## src/rtl/uart_rx.sv

```systemverilog
// 8N1 UART receiver with an RX FIFO behind a 4-register bus window; response 1 cycle after every request.
// No backpressure: requests are always accepted, and a byte arriving at a full FIFO is dropped and sets sticky overflow.
module uart_rx #(
  parameter int ClockFrequency = 50_000_000,
  parameter int BaudRate       = 115_200,
  parameter int RxFifoDepth    = 8
) (
  input  logic        clk_sys_i,
  input  logic        rst_sys_ni,
  input  logic        device_req_i,
  input  logic [31:0] device_addr_i,
  input  logic        device_we_i,
  input  logic [3:0]  device_be_i,
  input  logic [31:0] device_wdata_i,
  output logic        device_rvalid_o,
  output logic [31:0] device_rdata_o,
  input  logic        uart_rx_i,
  output logic        rx_irq_o
);
  localparam int ClkPerBit = ClockFrequency / BaudRate;
  localparam int CntW      = $clog2(ClkPerBit);
  localparam int PtrW      = $clog2(RxFifoDepth);
  localparam int CountW    = $clog2(RxFifoDepth + 1);
  localparam logic [CntW-1:0] HalfLoad = CntW'(ClkPerBit / 2 - 1);
  localparam logic [CntW-1:0] FullLoad = CntW'(ClkPerBit - 1);

  typedef enum logic [2:0] {IDLE, START, DATA, STOP, WAIT_IDLE} state_e;

  logic rx_meta, rx_s;
  always_ff @(posedge clk_sys_i or negedge rst_sys_ni) begin
    if (!rst_sys_ni) begin
      rx_meta <= 1'b1;
      rx_s    <= 1'b1;
    end else begin
      rx_meta <= uart_rx_i;
      rx_s    <= rx_meta;
    end
  end

  state_e          state_q, state_d;
  logic [CntW-1:0] baud_cnt_q, cnt_load_val;
  logic [2:0]      bit_idx_q;
  logic [7:0]      shift_q;
  logic            tick, cnt_load, shift_en, bit_clr, stop_ok_vld, stop_bad;

  assign tick = (baud_cnt_q == '0);

  always_ff @(posedge clk_sys_i or negedge rst_sys_ni) begin
    if (!rst_sys_ni) state_q <= IDLE;
    else             state_q <= state_d;
  end

  always_comb begin
    state_d = state_q;
    case (state_q)
      IDLE:      if (!rx_s) state_d = START;
      START:     if (tick) state_d = rx_s ? IDLE : DATA;
      DATA:      if (tick && bit_idx_q == 3'd7) state_d = STOP;
      STOP:      if (tick) state_d = rx_s ? IDLE : WAIT_IDLE;
      WAIT_IDLE: if (rx_s) state_d = IDLE;
      default:   state_d = IDLE;
    endcase
  end

  always_comb begin
    cnt_load     = 1'b0;
    cnt_load_val = FullLoad;
    shift_en     = 1'b0;
    bit_clr      = 1'b0;
    stop_ok_vld  = 1'b0;
    stop_bad     = 1'b0;
    case (state_q)
      IDLE: if (!rx_s) begin
        cnt_load     = 1'b1;
        cnt_load_val = HalfLoad;
      end
      START: if (tick && !rx_s) begin
        cnt_load = 1'b1;
        bit_clr  = 1'b1;
      end
      DATA: if (tick) begin
        cnt_load = 1'b1;
        shift_en = 1'b1;
      end
      STOP: if (tick) begin
        stop_ok_vld = rx_s;
        stop_bad    = !rx_s;
      end
      default: ;
    endcase
  end

  always_ff @(posedge clk_sys_i or negedge rst_sys_ni) begin
    if (!rst_sys_ni) begin
      baud_cnt_q <= '0;
      bit_idx_q  <= '0;
      shift_q    <= '0;
    end else begin
      if (cnt_load)   baud_cnt_q <= cnt_load_val;
      else if (!tick) baud_cnt_q <= baud_cnt_q - CntW'(1);
      if (bit_clr)       bit_idx_q <= '0;
      else if (shift_en) bit_idx_q <= bit_idx_q + 3'd1;
      if (shift_en) shift_q <= {rx_s, shift_q[7:1]};
    end
  end

  logic [7:0]        fifo_mem [RxFifoDepth];
  logic [PtrW-1:0]   wr_ptr_q, rd_ptr_q;
  logic [CountW-1:0] count_q;
  logic              not_empty, full, rd_data_req, pop, push_ok, ovf_set;

  assign not_empty   = (count_q != '0);
  assign full        = (count_q == CountW'(RxFifoDepth));
  assign rd_data_req = device_req_i && !device_we_i && (device_addr_i[3:2] == 2'd0);
  assign pop         = rd_data_req && not_empty;
  // A pop in the same cycle frees the slot the incoming byte needs.
  assign push_ok     = stop_ok_vld && (!full || pop);
  assign ovf_set     = stop_ok_vld && full && !pop;

  always_ff @(posedge clk_sys_i) begin
    if (push_ok) fifo_mem[wr_ptr_q] <= shift_q;
  end

  always_ff @(posedge clk_sys_i or negedge rst_sys_ni) begin
    if (!rst_sys_ni) begin
      wr_ptr_q <= '0;
      rd_ptr_q <= '0;
      count_q  <= '0;
    end else begin
      if (push_ok) wr_ptr_q <= wr_ptr_q + PtrW'(1);
      if (pop)     rd_ptr_q <= rd_ptr_q + PtrW'(1);
      case ({push_ok, pop})
        2'b10:   count_q <= count_q + CountW'(1);
        2'b01:   count_q <= count_q - CountW'(1);
        default: ;
      endcase
    end
  end

  logic ctrl_wr, irq_en_q, overflow_q, frame_err_q;
  assign ctrl_wr = device_req_i && device_we_i && (device_addr_i[3:2] == 2'd2) && device_be_i[0];

  always_ff @(posedge clk_sys_i or negedge rst_sys_ni) begin
    if (!rst_sys_ni) begin
      irq_en_q    <= 1'b0;
      overflow_q  <= 1'b0;
      frame_err_q <= 1'b0;
    end else begin
      if (ctrl_wr) irq_en_q <= device_wdata_i[0];
      overflow_q  <= ovf_set  || (overflow_q  && !(ctrl_wr && device_wdata_i[1]));
      frame_err_q <= stop_bad || (frame_err_q && !(ctrl_wr && device_wdata_i[2]));
    end
  end

  logic [31:0] rdata_d;
  always_comb begin
    rdata_d = '0;
    case (device_addr_i[3:2])
      2'd0:    if (not_empty) rdata_d = {1'b1, 23'b0, fifo_mem[rd_ptr_q]};
      2'd1:    rdata_d = {16'b0, 8'(count_q), 4'b0, frame_err_q, overflow_q, full, not_empty};
      2'd2:    rdata_d = {31'b0, irq_en_q};
      default: rdata_d = '0;
    endcase
  end

  always_ff @(posedge clk_sys_i or negedge rst_sys_ni) begin
    if (!rst_sys_ni) begin
      device_rvalid_o <= 1'b0;
      device_rdata_o  <= '0;
    end else begin
      device_rvalid_o <= device_req_i;
      if (device_req_i) device_rdata_o <= device_we_i ? 32'b0 : rdata_d;
    end
  end

  assign rx_irq_o = irq_en_q && not_empty;

  logic unused_bus;
  assign unused_bus = ^{device_addr_i[31:4], device_addr_i[1:0], device_be_i[3:1], device_wdata_i[31:3]};
endmodule

```

## config.mk

```make
export PLATFORM = sky130hd
export DESIGN_NAME = uart_rx
export DESIGN_NICKNAME = d
export VERILOG_FILES = /design/src/rtl/uart_rx.sv
export SDC_FILE = /design/constraint.sdc
export NUM_CORES = 1
export LEC_CHECK = 0
export CORE_ASPECT_RATIO = 1.1
export CORE_UTILIZATION = 47
export DETAILED_ROUTE_END_ITERATION = 16
export PLACE_DENSITY = 0.75
export SYNTH_ARGS = -nofsm -noshare
export SYNTH_HDL_FRONTEND = slang
export SYNTH_SLANG_ARGS = --single-unit
export TNS_END_PERCENT = 20
```

## constraint.sdc

```tcl
create_clock -name clk_sys_i -period 4.4 [get_ports clk_sys_i]
set_input_delay 0.88 -clock clk_sys_i [delete_from_list [all_inputs] [get_ports clk_sys_i]]
set_output_delay 0.88 -clock clk_sys_i [all_outputs]
set_load 0.01 [all_outputs]
```

==> reports/results.txt, run 1 <==
Status: finished, final reports clean
Initial DRC Count: 187
Post-layout min period: 3.52 ns
Power share of the sequential group: 43.0%
Layout cells sized above 1: 20.6%
Effective utilization at floorplan: 48.4%
Slowest-stage cell, CP: or4b_2
Mapped cell area: 5030 um^2
Post-synth ARST share: 44.8%
Synth top area share: 38.2%
# diodes: 0
Syn_area_per_cell: 14.5 um^2
GRT overflow: 0
Crit path required time: 4.73 ns
Post-CTS sizing: 0
Type of the worst min-delay path: register to register
CTS H-tree depth: 4
Initial antenna violation count: 0
Clock power share: 50.3%
Clock Skews: 0.00990 ns
Slew Viols, Final: 0
Post-synth EDFFs: 64
PortBufs: 25
Worst vdd ir: 0.290 mV
Most used DFF post-synth: edfxtp_1
DR vias: 2,966
WL/cell: 18.0 um
Drt pass-1 iters: 4
Relative slew slack: 28.9%
Reg clk slew, reported paths: 0.05 ns
Setup_tns: 0 ns
Area leader, netlist: edfxtp_1
# IOs: 107
GPL Wtd Cong: 0.740
Int Pwr: 2.37 mW
Synth cell types: 56
Crit path DAT: 3.86 ns
Synth Warn #: 0
Postcts setup bufs: 0
Type of origin of the critical path: primary input
Worst-margin pin slew: 1.07 ns
Core area: 10,400 um^2
Critical path type: primary input to register
Largest net degree at the start of global routing: 53
Clk_lat worst skew: 0.41 ns
P_sw: 653 uW
Site Rows: 39
Final Instance Count excl. Fillers: 545
CTS Hold Bufs: 0
CP top delay family: simple AND/OR/NAND/NOR gates
Sequential area share after synthesis: 64.1%
HPWL after DPL: 5860 um
Vias in the first global route: 3,041
CTS Sinks: 116
Setup crit end kind: register
Die Area: 11,100 um^2
Crit-path max cell delay: 0.81 ns
Longest Clk Path Bufs: 2
Vias per std cell: 5.44
Die W: 101 um
Lkg Pwr: 2.47 nW
Drt drc: 0
Fmax: 0.284 GHz
CP bufs+invs: 1
Gr usage total: 19.6%
Comb pwr share: 6.7%
Crit share post-route: 80.1%
Crit-path cells: clkdlybuf4s50_1, or4b_2, or2_2, nor2_1, xnor2_1, ha_1, or4_1, mux2i_1, xor2_1
Max Fanout on Critical Path: 13
Unrepaired setup endpoints after global routing: no
First-pass GRT wire length: 15,800 um
PwrDens: 497 nW/um^2
Fin. Hold Viols: 0
Synth Instances: 348
Clk root buf: clkbuf_16
Layout net count: 469
Placed cells: 513
Total CTS buffers: 17
Die H: 111 um
Area Growth Syn to Fin: 20.7%
Routed WL: 9840 um
#FFs+latches synth: 116
Switching Share: 21.6%
MaxCap Viol Count: 0
Synth area leaders: edfxtp_1 38%, dfrtp_1 25%, mux4_2 7.2%, buf_4 2.8%, mux2_2 2.2%
Final setup viols: 0
CTS tree: done
Remaining antenna violation count: 0
[layout by cell type (no fill, tap or decap), types with 7 or more instances in the layout]
cell type,Yosys,layout
dfrtp_1,50,50
mux2i_1,10,10
xnor2_1,8,8
conb_1,1,19
nand2_1,17,17
clkbuf_16,0,17
clkdlybuf4s50_1,0,24
o21ai_0,16,16
mux2_2,10,10
mux4_2,16,16
nor2_1,15,15
buf_4,19,11
ha_1,7,7
edfxtp_1,64,64
inv_1,16,16
[final cells by class]
type | instances | area [um^2]
clock buffer | 24 | 492
clock inverter | 8 | 171
fill | 755 | 4320
inverter | 16 | 60.1
multi-input combinational | 202 | 1620
sequential | 116 | 3230
tap | 143 | 179
timing repair buffer | 36 | 328
[per-stage QoR]
stage	hold WS [ns]	power, mW	setup WS, ns	utilization (%)	area [um^2]
2_1_floorplan	0.345	1.44	1.09	-	5100
3_3_place_gp	0.347	1.52	0.484	52.1	5410
3_5_place_dp	0.354	1.52	0.444	52.1	5410
4_1_cts	0.361	3.05	0.863	58.4	6070
5_1_grt	0.364	3.12	0.714	58.4	6070
6_report	0.363	3.02	0.876	58.4	6070
[logic make-up (layout without fill, tap and decap cells)]
| logic type | count (synthesis) | in the layout | synth area share (%) |
|---|---|---|---|
| buf+inv | 48 | 84 | 5.07 |
| fa+ha+maj | 7 | 7 | 1.74 |
| compound gates | 45 | 45 | 5.89 |
| mux | 37 | 37 | 11.6 |
| simple gates | 81 | 81 | 9.25 |
| xor+xnor | 13 | 13 | 2.26 |
| flops | 116 | 116 | 64.1 |
| other cells | 1 | 19 | 0.0745 |
[registers in the layout (all words and copies together), names as in the netlist]
name             count
baud_cnt_q           9
bit_idx_q            3
count_q              4
device_rdata_o      13
device_rvalid_o      1
fifo_mem            64
frame_err_q          1
irq_en_q             1
overflow_q           1
rd_ptr_q             3
rx_meta              1
rx_s                 1
shift_q              8
state_q              3
wr_ptr_q             3
[cell usage after synthesis (all sizes together), types with 8 or more instances]
library cell and number:
xnor2 8, mux2 11, clkbuf 9, nand2 18, mux2i 10, edfxtp 64, nor2 15, dfrtp 50
inv 16, o21ai 16, buf 23, mux4 16
[path summary, 6_finish.rpt]
path	start	end	slack (ns)	depth (start not counted)
max in group asynchronous	rst_sys_ni	shift_q[4]	3.34	2
hold reg to reg	rx_meta	rx_s	0.36	0
setup / recovery	device_we_i	count_q[2]	0.88	9
min in group asynchronous	rst_sys_ni	count_q[2]	0.60	2
setup reg to reg	baud_cnt_q[0]	count_q[2]	1.21	10
hold / removal	rx_meta	rx_s	0.36	0
[layer usage]
layer / track usage [%] / share of wire, % / wire length (um) / vias to the layer above
met3: 5.06 / 4.3 / 420 / 15
met2: 33.2 / 54 / 5290 / 112
met4: 10.5 / 2.4 / 234 / 0
li1: - / - / - / 1338
met5: 0 / 0 / 0 / -
met1: 22.5 / 40 / 3900 / 1501
[power by group through the flow]
stage / Sequential [mW] / Combinational (mW) / Clock [mW]
after CTS: 1.30 / 0.203 / 1.54
after global placement: 1.32 / 0.198 / 0
after floorplan: 1.22 / 0.220 / 0
after detailed placement: 1.32 / 0.203 / 0
after global routing: 1.31 / 0.222 / 1.59
final: 1.30 / 0.201 / 1.52
Note: power is estimated with default switching activity, not from simulation.
==> inputs of run 2 (changes only) <==
Clock period 4.4 ns to 3.3 ns, I/O delays scaled along.
==> run 2 against run 1 <==
  * First-iteration DRC count increased by 55%
  * Flip-flop and latch count stayed put
  * Combinational power up 65%
  * Largest cell class unchanged
  * Largest power group unchanged
  * Highest routed layer unchanged
==> reports/results.txt, run 2 (synthesis results as in run 1) <==
PortBufs: 25 (unchanged)
Clock Skews: 0.00774 ns (-0.00216 ns)
Relative slew slack: 46.2% (+17 points)
Biggest regs: fifo_mem (64), device_rdata_o (13), baud_cnt_q (9)
Max Fanout on Critical Path: 2 (-11)
CP bufs+invs: 1 (unchanged)
First-pass GRT wire length: 16,300 um (+2.8%)
Wire length on met3: 541 um (+29%)
Site Rows: 39 (unchanged)
P_sw: 870 uW (+33%)
Placed instance area: 5490 um^2 (+1.4%)
Post-CTS sizing: 0 (unchanged)
Max reg flops: 64 (unchanged)
HPWL after DPL: 6270 um (+6.8%)
CTS H-tree depth: 4 (unchanged)
Reg with most FFs: fifo_mem
Gr usage total: 20.0% (+0.36 points)
Layout fillers: 764 (+1.2%)
# diodes: 0 (unchanged)
Largest net degree at the start of global routing: 53 (unchanged)
GRT overflow: 0 (unchanged)
Crit path required time: 3.63 ns (-1.10 ns)
Layout net count: 479 (+2.1%)
Commonest non-fill, non-tap cells in the layout: 64 x edfxtp_1, 50 x dfrtp_1, 24 x clkdlybuf4s50_1
Crit-path cells: clkdlybuf4s50_1, or4b_2, or2_2, nor2_1, xnor2_1, ha_1, or4_1, mux2i_1, xor2_1
M1 wire length: 3930 um (+1.0%)
Status: finished, final reports clean
Worst Setup Slack, final: 0.295 ns (-0.581 ns)
Comb pwr share: 8.4% (+1.7 points)
Drt drc: 0 (unchanged)
Fin. Hold Viols: 0 (unchanged)
Routed WL: 10,100 um (+2.3%)
Wire length on met2: 5330 um (+0.76%)
Initial antenna violation count: 0 (unchanged)
Setup crit start: device_we_i
Longest Clk Path Bufs: 2 (unchanged)
# IOs: 107 (unchanged)
Slew Viols, Final: 0 (unchanged)
Setup_tns: 0 ns (unchanged)
Postcts setup bufs: 0 (unchanged)
Final setup viols: 0 (unchanged)
Crit path DAT: 3.33 ns (-0.53 ns)
CP top delay family: simple AND/OR/NAND/NOR gates
Crit-path max cell delay: 0.71 ns (-0.10 ns)
PwrDens: 647 nW/um^2 (+30%)
Int Pwr: 3.08 mW (+30%)
Hold wc startpoint: rx_meta
Tot Pwr: 3.95 mW (+31%)
Setup crit end kind: register
Hold slack: 0.354 ns (-0.00897 ns)
Core area: 10,400 um^2 (unchanged)
Slowest-stage cell, CP: or4b_2
Vias per std cell: 5.56 (+2.1%)
Reg clk slew, reported paths: 0.05 ns (about the same)
Final instance area: 6110 um^2 (+0.54%)
Type of origin of the critical path: primary input
CTS Sinks: 116 (unchanged)
Switching Share: 22.0% (+0.39 points)
Clk_lat worst skew: 0.41 ns (about the same)
Critical path type: primary input to register
CTS Hold Bufs: 0 (unchanged)
Vias in the first global route: 3,236 (+6.4%)
Clk root buf: clkbuf_16
Power share of the sequential group: 42.9% (about the same)
Total CTS buffers: 17 (unchanged)
Die H: 111 um (unchanged)
Lkg Pwr: 2.51 nW (+1.5%)
Fmax: 0.333 GHz
Area Growth Syn to Fin: 21.4%
Crit share post-route: 91.1%
Pre-CTS setup slack: -0.140 ns (-0.584 ns)
Commonest non-fill, non-tap cell in the layout: edfxtp_1
Initial DRC Count: 290 (+55%)
Worst-margin pin slew: 0.807 ns (-0.260 ns)
Die Area: 11,100 um^2 (unchanged)
Remaining antenna violation count: 0 (unchanged)
Drt pass-1 iters: 4 (unchanged)
GPL Wtd Cong: 0.761 (+2.8%)
Top Metal Used: met4
Effective utilization at floorplan: 48.4% (unchanged)
Clock power share: 48.8% (-1.5 points)
Layout cells sized above 1: 22.4% (+1.7 points)
Type of the worst min-delay path: register to register
Post-layout min period: 3.00 ns
DR vias: 3,078 (+3.8%)
WL/cell: 18.2 um (+0.69%)
CTS tree: done
Unrepaired setup endpoints after global routing: no
Worst r2r src: baud_cnt_q[0]
Worst vdd ir: 0.364 mV (+26%)
MaxCap Viol Count: 0 (unchanged)
Die W: 101 um (unchanged)
-- run 2: metal layers --
metal,track usage (%),vias to the layer above
li1,-,1362
met1,22.4,1550
met2,34.9,140
met3,4.94,26
met4,9.95,0
met5,0,-
-- run 2: through the flow --
step | cells | util [%]
final | 554 | 58.8
after global placement | 523 | 52.8
after detailed placement | 523 | 52.8
after CTS | 554 | 58.8
after floorplan | 366 | -
after global routing | 554 | 58.8
-- run 2: power by group through the flow --
stage               registers [mW]  clock network, mW  logic (mW)
CTS                           1.70               1.95       0.337
finish                        1.69               1.93       0.331
global route                  1.71               2.01       0.368
global placement              1.72                  0       0.324
floorplan                     1.63                  0       0.294
detailed placement            1.72                  0       0.335
-- run 2: final cells by class --
type | instances | area [um^2] | area share, %
repair buffers | 46 | 403 | 6.60
well taps | 143 | 179 | 2.93
multi-input cells | 202 | 1620 | 26.5
inverters | 16 | 60.1 | 0.983
flip-flops and latches | 116 | 3230 | 52.8
clock buffers | 20 | 437 | 7.15
clock inverters | 11 | 184 | 3.01
-- run 2: worst paths after layout --
| kind | to | slack [ns] | depth (start not counted) |
|---|---|---|---|
| worst min register to register | rx_s | 0.35 | 0 |
| worst max-delay path | count_q[2] | 0.30 | 9 |
| worst min-delay path | rx_s | 0.35 | 0 |
| worst max register to register | count_q[2] | 0.42 | 10 |
| min in group asynchronous | count_q[2] | 0.39 | 2 |
| max in group asynchronous | shift_q[4] | 2.44 | 2 |
==> inputs of run 3 (changes only) <==
Settings changed: CTS_CLUSTER_DIAMETER set to 80.
==> results of run 3 <==
The final DEF is identical to that of run 2; final timing and power are the same.
